`config.mk`:
```
export PLATFORM = sky130hd
export DESIGN_NAME = rr_arbiter_4
export DESIGN_NICKNAME = d
export VERILOG_FILES = /design/src/rtl/rr_arbiter_4.sv
export SDC_FILE = /design/constraint.sdc
export NUM_CORES = 1
export LEC_CHECK = 0
export ABC_AREA = 1
export BUFFER_PORTS_ARGS = -buffer_cell sky130_fd_sc_hd__buf_4
export CAP_MARGIN = 25
export CORE_MARGIN = 3
export CORE_UTILIZATION = 40
export DETAILED_ROUTE_END_ITERATION = 8
export HOLD_SLACK_MARGIN = 0.02
export PLACE_DENSITY = 0.68
export REMOVE_ABC_BUFFERS = 1
export SLEW_MARGIN = 20
export SYNTH_ARGS = -nofsm -noshare
export SYNTH_HDL_FRONTEND = slang
export SYNTH_SLANG_ARGS = --single-unit
export TNS_END_PERCENT = 50
```
`constraint.sdc`:
```
create_clock -name clk -period 5.01 [get_ports clk]
set_input_delay 0 -clock clk [delete_from_list [all_inputs] [get_ports clk]]
set_output_delay 0 -clock clk [all_outputs]
set_load 0.01 [all_outputs]
```
`src/rtl/rr_arbiter_4.sv`:
```
// Four-requester round-robin arbiter with registered one-hot grant,
// binary owner index and an optional hold timeout. The owner keeps the
// resource until it strobes done, drops its request, or hits MAX_HOLD
// consecutive cycles (MAX_HOLD = 0 disables the limit). A single idle
// cycle always separates two owners.
//
// Handshake: a requester holds req[i] high until it sees grant[i]; it keeps
// req[i] high for as long as it wants the resource and either pulses done
// or drops req[i] to release. No preemption: while an owner exists all
// other req bits are ignored.
module rr_arbiter_4 #(
    parameter int unsigned MAX_HOLD = 16
) (
    input  logic       clk,
    input  logic       rst,
    input  logic [3:0] req,
    input  logic       done,
    output logic [3:0] grant,
    output logic [1:0] grant_id,
    output logic       grant_valid,
    output logic       timeout
);

    localparam logic [0:0] ST_IDLE  = 1'b0;
    localparam logic [0:0] ST_GRANT = 1'b1;

    localparam logic [7:0] HOLD_LIMIT = 8'(MAX_HOLD);
    localparam logic       HOLD_EN    = (MAX_HOLD != 0);

    logic [0:0] state_q, state_d;
    logic [1:0] ptr_q, ptr_d;
    logic [7:0] hold_q, hold_d;
    logic [3:0] grant_q, grant_d;
    logic [1:0] grant_id_q, grant_id_d;
    logic       grant_valid_q, grant_valid_d;
    logic       timeout_q, timeout_d;

    logic       pick_found;
    logic [1:0] pick_idx;
    logic       release_norm;
    logic       expired;

    // Scan requests starting at the priority pointer, wrapping mod 4.
    always_comb begin
        logic [1:0] idx;
        pick_found = 1'b0;
        pick_idx   = ptr_q;
        idx        = ptr_q;
        for (int k = 0; k < 4; k++) begin
            idx = ptr_q + 2'(k);
            if (!pick_found && req[idx]) begin
                pick_found = 1'b1;
                pick_idx   = idx;
            end
        end
    end

    // Next-state logic for the IDLE/GRANT controller and its registered outputs.
    always_comb begin
        state_d       = state_q;
        ptr_d         = ptr_q;
        hold_d        = hold_q;
        grant_d       = grant_q;
        grant_id_d    = grant_id_q;
        grant_valid_d = grant_valid_q;
        timeout_d     = 1'b0;
        release_norm  = done || !req[grant_id_q];
        expired       = HOLD_EN && (hold_q == HOLD_LIMIT);

        case (state_q)
            ST_IDLE: begin
                if (pick_found) begin
                    grant_d       = 4'b0001 << pick_idx;
                    grant_id_d    = pick_idx;
                    grant_valid_d = 1'b1;
                    hold_d        = 8'd1;
                    ptr_d         = pick_idx + 2'd1;
                    state_d       = ST_GRANT;
                end
            end
            ST_GRANT: begin
                if (release_norm || expired) begin
                    // grant_id intentionally keeps the last owner.
                    grant_d       = 4'b0000;
                    grant_valid_d = 1'b0;
                    hold_d        = 8'd0;
                    state_d       = ST_IDLE;
                    // A coinciding done/withdrawal counts as a normal release.
                    timeout_d     = expired && !release_norm;
                end else if (hold_q != 8'hFF) begin
                    hold_d = hold_q + 8'd1;
                end
            end
            default: begin
                state_d = ST_IDLE;
            end
        endcase
    end

    // State and output registers with synchronous reset.
    always_ff @(posedge clk) begin
        if (rst) begin
            state_q       <= ST_IDLE;
            ptr_q         <= 2'd0;
            hold_q        <= 8'd0;
            grant_q       <= 4'b0000;
            grant_id_q    <= 2'd0;
            grant_valid_q <= 1'b0;
            timeout_q     <= 1'b0;
        end else begin
            state_q       <= state_d;
            ptr_q         <= ptr_d;
            hold_q        <= hold_d;
            grant_q       <= grant_d;
            grant_id_q    <= grant_id_d;
            grant_valid_q <= grant_valid_d;
            timeout_q     <= timeout_d;
        end
    end

    assign grant       = grant_q;
    assign grant_id    = grant_id_q;
    assign grant_valid = grant_valid_q;
    assign timeout     = timeout_q;

endmodule

```
==> summary.md <==
| Metric | Value |
|---|---|
| Status | `completed` |
| Top_reg_cell synth | `dfxtp_1` |
| CP required | `5210 ps` |
| Final Setup Violations | `0` |
| Crit. End Element | `flop` |
| DRT iter0 DRCs | `57` |
| Crit path kind | `flop to flop` |
| CTS root buffer | `clkbuf_4` |
| Drt total wl | `2884 microns` |
| Starting Density | `42.88%` |
| First-pass GRT wire length | `5264 microns` |
| Minimum clock period | `2091 ps` |
| Count of input and output buffers | `14` |
| Final GP Congestion | `0.8688` |
| Die Area | `0.004084 sq mm` |
| Commonest cells after routing, fill and taps aside | `55 x nand2_1, 24 x inv_1, 23 x nand3_1` |
| Post-Syn Area | `0.001341 sq mm` |
| Fillers | `322` |
| Largest net degree at the start of global routing | `13` |
| Total GRT Usage | `15.75%` |
| # IOs | `15` |
| Hold EP | `grant_id[1]$_SDFFE_PP0P_` |
| Max transition margin | `75.02%` |
| R2R depth | `12` |
| Total grt overflow | `0` |
| PwrDens | `543.5 mW/mm^2` |
| Clock latency on the worst-skew pair | `300 ps` |
| RR Startpoint | `ptr_q[0]$_SDFFE_PP0P_` |
| Vias/cell | `4.769` |
| Final Max Tran Viols | `0` |
| Die width | `63.91 microns` |
| Die Y | `63.91 microns` |
| Core Box Area | `0.003128 sq mm` |
| Syn-to-layout area delta | `15.02%` |
| WL/cell | `10.92 microns` |
| Number of global-route vias before repair | `1231` |
| Synth warn | `0` |
| Hold path startpoint | `req[3]` |
| Worst Max-Slew Pin Slew | `374.1 ps` |
| Initial antenna violation count | `0` |
| Maximum buffer depth of the clock tree | `2` |
| Drt drc | `0` |
| Element type at the critical path start | `flop` |
| Worst Hold Class | `input pin to flop` |
| Post-DRT Antenna Nets | `0` |
| Synthesized instance count | `201` |
| Unrepaired setup endpoints after global routing | `false` |
| R2R Path End | `ptr_q[1]$_SDFFE_PP0P_` |
| Clock Sinks | `19` |
| Leakage | `0.7223 nW` |
| Diodes inserted | `0` |
| CP max FO | `10` |
| Max-cap viol count | `0` |
| Vias | `1259` |
| Power Total | `0.8384 mW` |
| Worst Hold Depth | `7` |
| R2r setup slk | `2920 ps` |
| DP Worst Slack | `2940 ps` |
| TritonCTS Buffers | `3` |
| First drt pass iteration count | `4` |
| Reg clk slew, reported paths | `110 ps` |
| Seq/Total Area, Yosys | `28.36%` |
| Postcts setup bufs | `0` |
| Syn Area/Cell | `6.673 sq um` |
| Tcrit/Tclk final | `41.73%` |
| Cell Rows | `20` |
| Setup Skew | `2.665 ps` |
| Most common cell after layout, fill and taps aside | `nand2_1` |
| Dpl hpwl | `2137 microns` |
| Share of post-route cells with drive strength above 1 | `22.27%` |
| Final hold violation count | `0` |
| H-Tree Depth | `1` |
| Async S/R FF share, synth | `0%` |
| Worst Setup SP | `ptr_q[0]$_SDFFE_PP0P_` |
| Max Clock Freq | `478.3 MHz` |
| Final WS setup | `2919 ps` |
| Post-synth EDFFs | `0` |
| Post-synthesis register bit count | `19` |
| Nets@finish | `234` |
| CTS tree | `yes` |
| Setup TNS | `0 ps` |
| CP arrival | `2290 ps` |
| Post-synth cell types | `26` |
| VDD IR max | `351.4 uV` |
cells in the mapped netlist (all sizes together), types with 2 or more instances:
cell type,n,area share (%)
xor2,2,1.3
nand4,8,4.9
buf,2,1.1
nand3,23,8.6
ha,6,5.6
inv,28,8.0
nor2,15,5.4
o21ai,6,2.5
dfxtp,19,28
a21oi,12,6.2
nand2,73,25
nor3,3,1.1
metal layers:
layer  share of wire (%)  routed length, microns  vias to the layer above  global-route usage, %
li1                    -                       -                      679                      -
met1                  52                    1500                      554                  21.91
met2                  44                    1271                       22                  23.61
met3                 2.7                      79                        4                  2.285
met4                 1.1                      32                        0                  7.547
met5                   0                       0                        -                      0
worst max-delay path by stage:
| stage | endpoint | slack, ps |
|---|---|---|
| after global placement | ptr_q[1]$_SDFFE_PP0P_ | 2990 |
| after CTS | ptr_q[1]$_SDFFE_PP0P_ | 2930 |
| after global routing | ptr_q[1]$_SDFFE_PP0P_ | 2700 |
| final | ptr_q[1]$_SDFFE_PP0P_ | 2920 |
| after detailed placement | ptr_q[1]$_SDFFE_PP0P_ | 2940 |
| after floorplan | ptr_q[1]$_SDFFE_PP0P_ | 3150 |
where the power goes:
part / switching (mW) / internal (mW)
Clock: 0.0502 / 0.0311
Combinational: 0.342 / 0.184
Sequential: 0.0420 / 0.190
Total: 0.434 / 0.405
flip-flops by register name (all words and copies together) (netlist names):
register,cells
grant_valid,1
ptr_q,2
grant,4
timeout,1
grant_id,2
state_q,1
hold_q,8
critical path: stages, from the launching register on:
cell and delay (ps):
dfxtp_1 560, inv_4 90, nand2_1 80, nand3_1 60, nand2_1 160, inv_2 80, nor2_8 130, nand4_1 90
nand2_1 170, inv_1 80, ha_1 290, o21ai_1 130, a21oi_1 50
what timing repair did:
action	in CTS	in global routing
hold endpoints to repair	9	0
hold buffers	3	0
resized for setup	0	0
stage by stage:
| step | instance area, sq um | utilization, % | hold WS (ps) | std cells |
|---|---|---|---|---|
| floorplan | 1326 | - | 62.44 | 199 |
| detailed placement | 1486 | 47.52 | 284.3 | 257 |
| global route | 1543 | 49.32 | 373.4 | 264 |
| global placement | 1486 | 47.52 | 275.6 | 257 |
| CTS | 1543 | 49.32 | 300.1 | 264 |
| finish | 1543 | 49.32 | 306.0 | 264 |
kinds of logic (layout without fill, tap and decap cells):
kind of cell,after synthesis,after routing,synth area share (%)
flip-flops,19,19,28.36
adder cells (fa/ha/maj),6,6,5.597
XOR/XNOR,2,2,1.306
AO/OA/AOI/OAI,18,18,8.675
buffers and inverters,31,50,9.422
AND/OR/NAND/NOR,125,125,46.64
final cells by class:
cell class / count / area (sq um) / share of cell area [%]
Sequential cell: 19 / 380.4 / 24.66
Timing Repair Buffer: 17 / 135.1 / 8.759
Tap cell: 44 / 55.05 / 3.569
Clock buffer: 4 / 26.28 / 1.703
Multi-Input combinational cell: 151 / 834.6 / 54.10
Inverter: 29 / 111.4 / 7.218
Power figures use the tool's default switching activity.
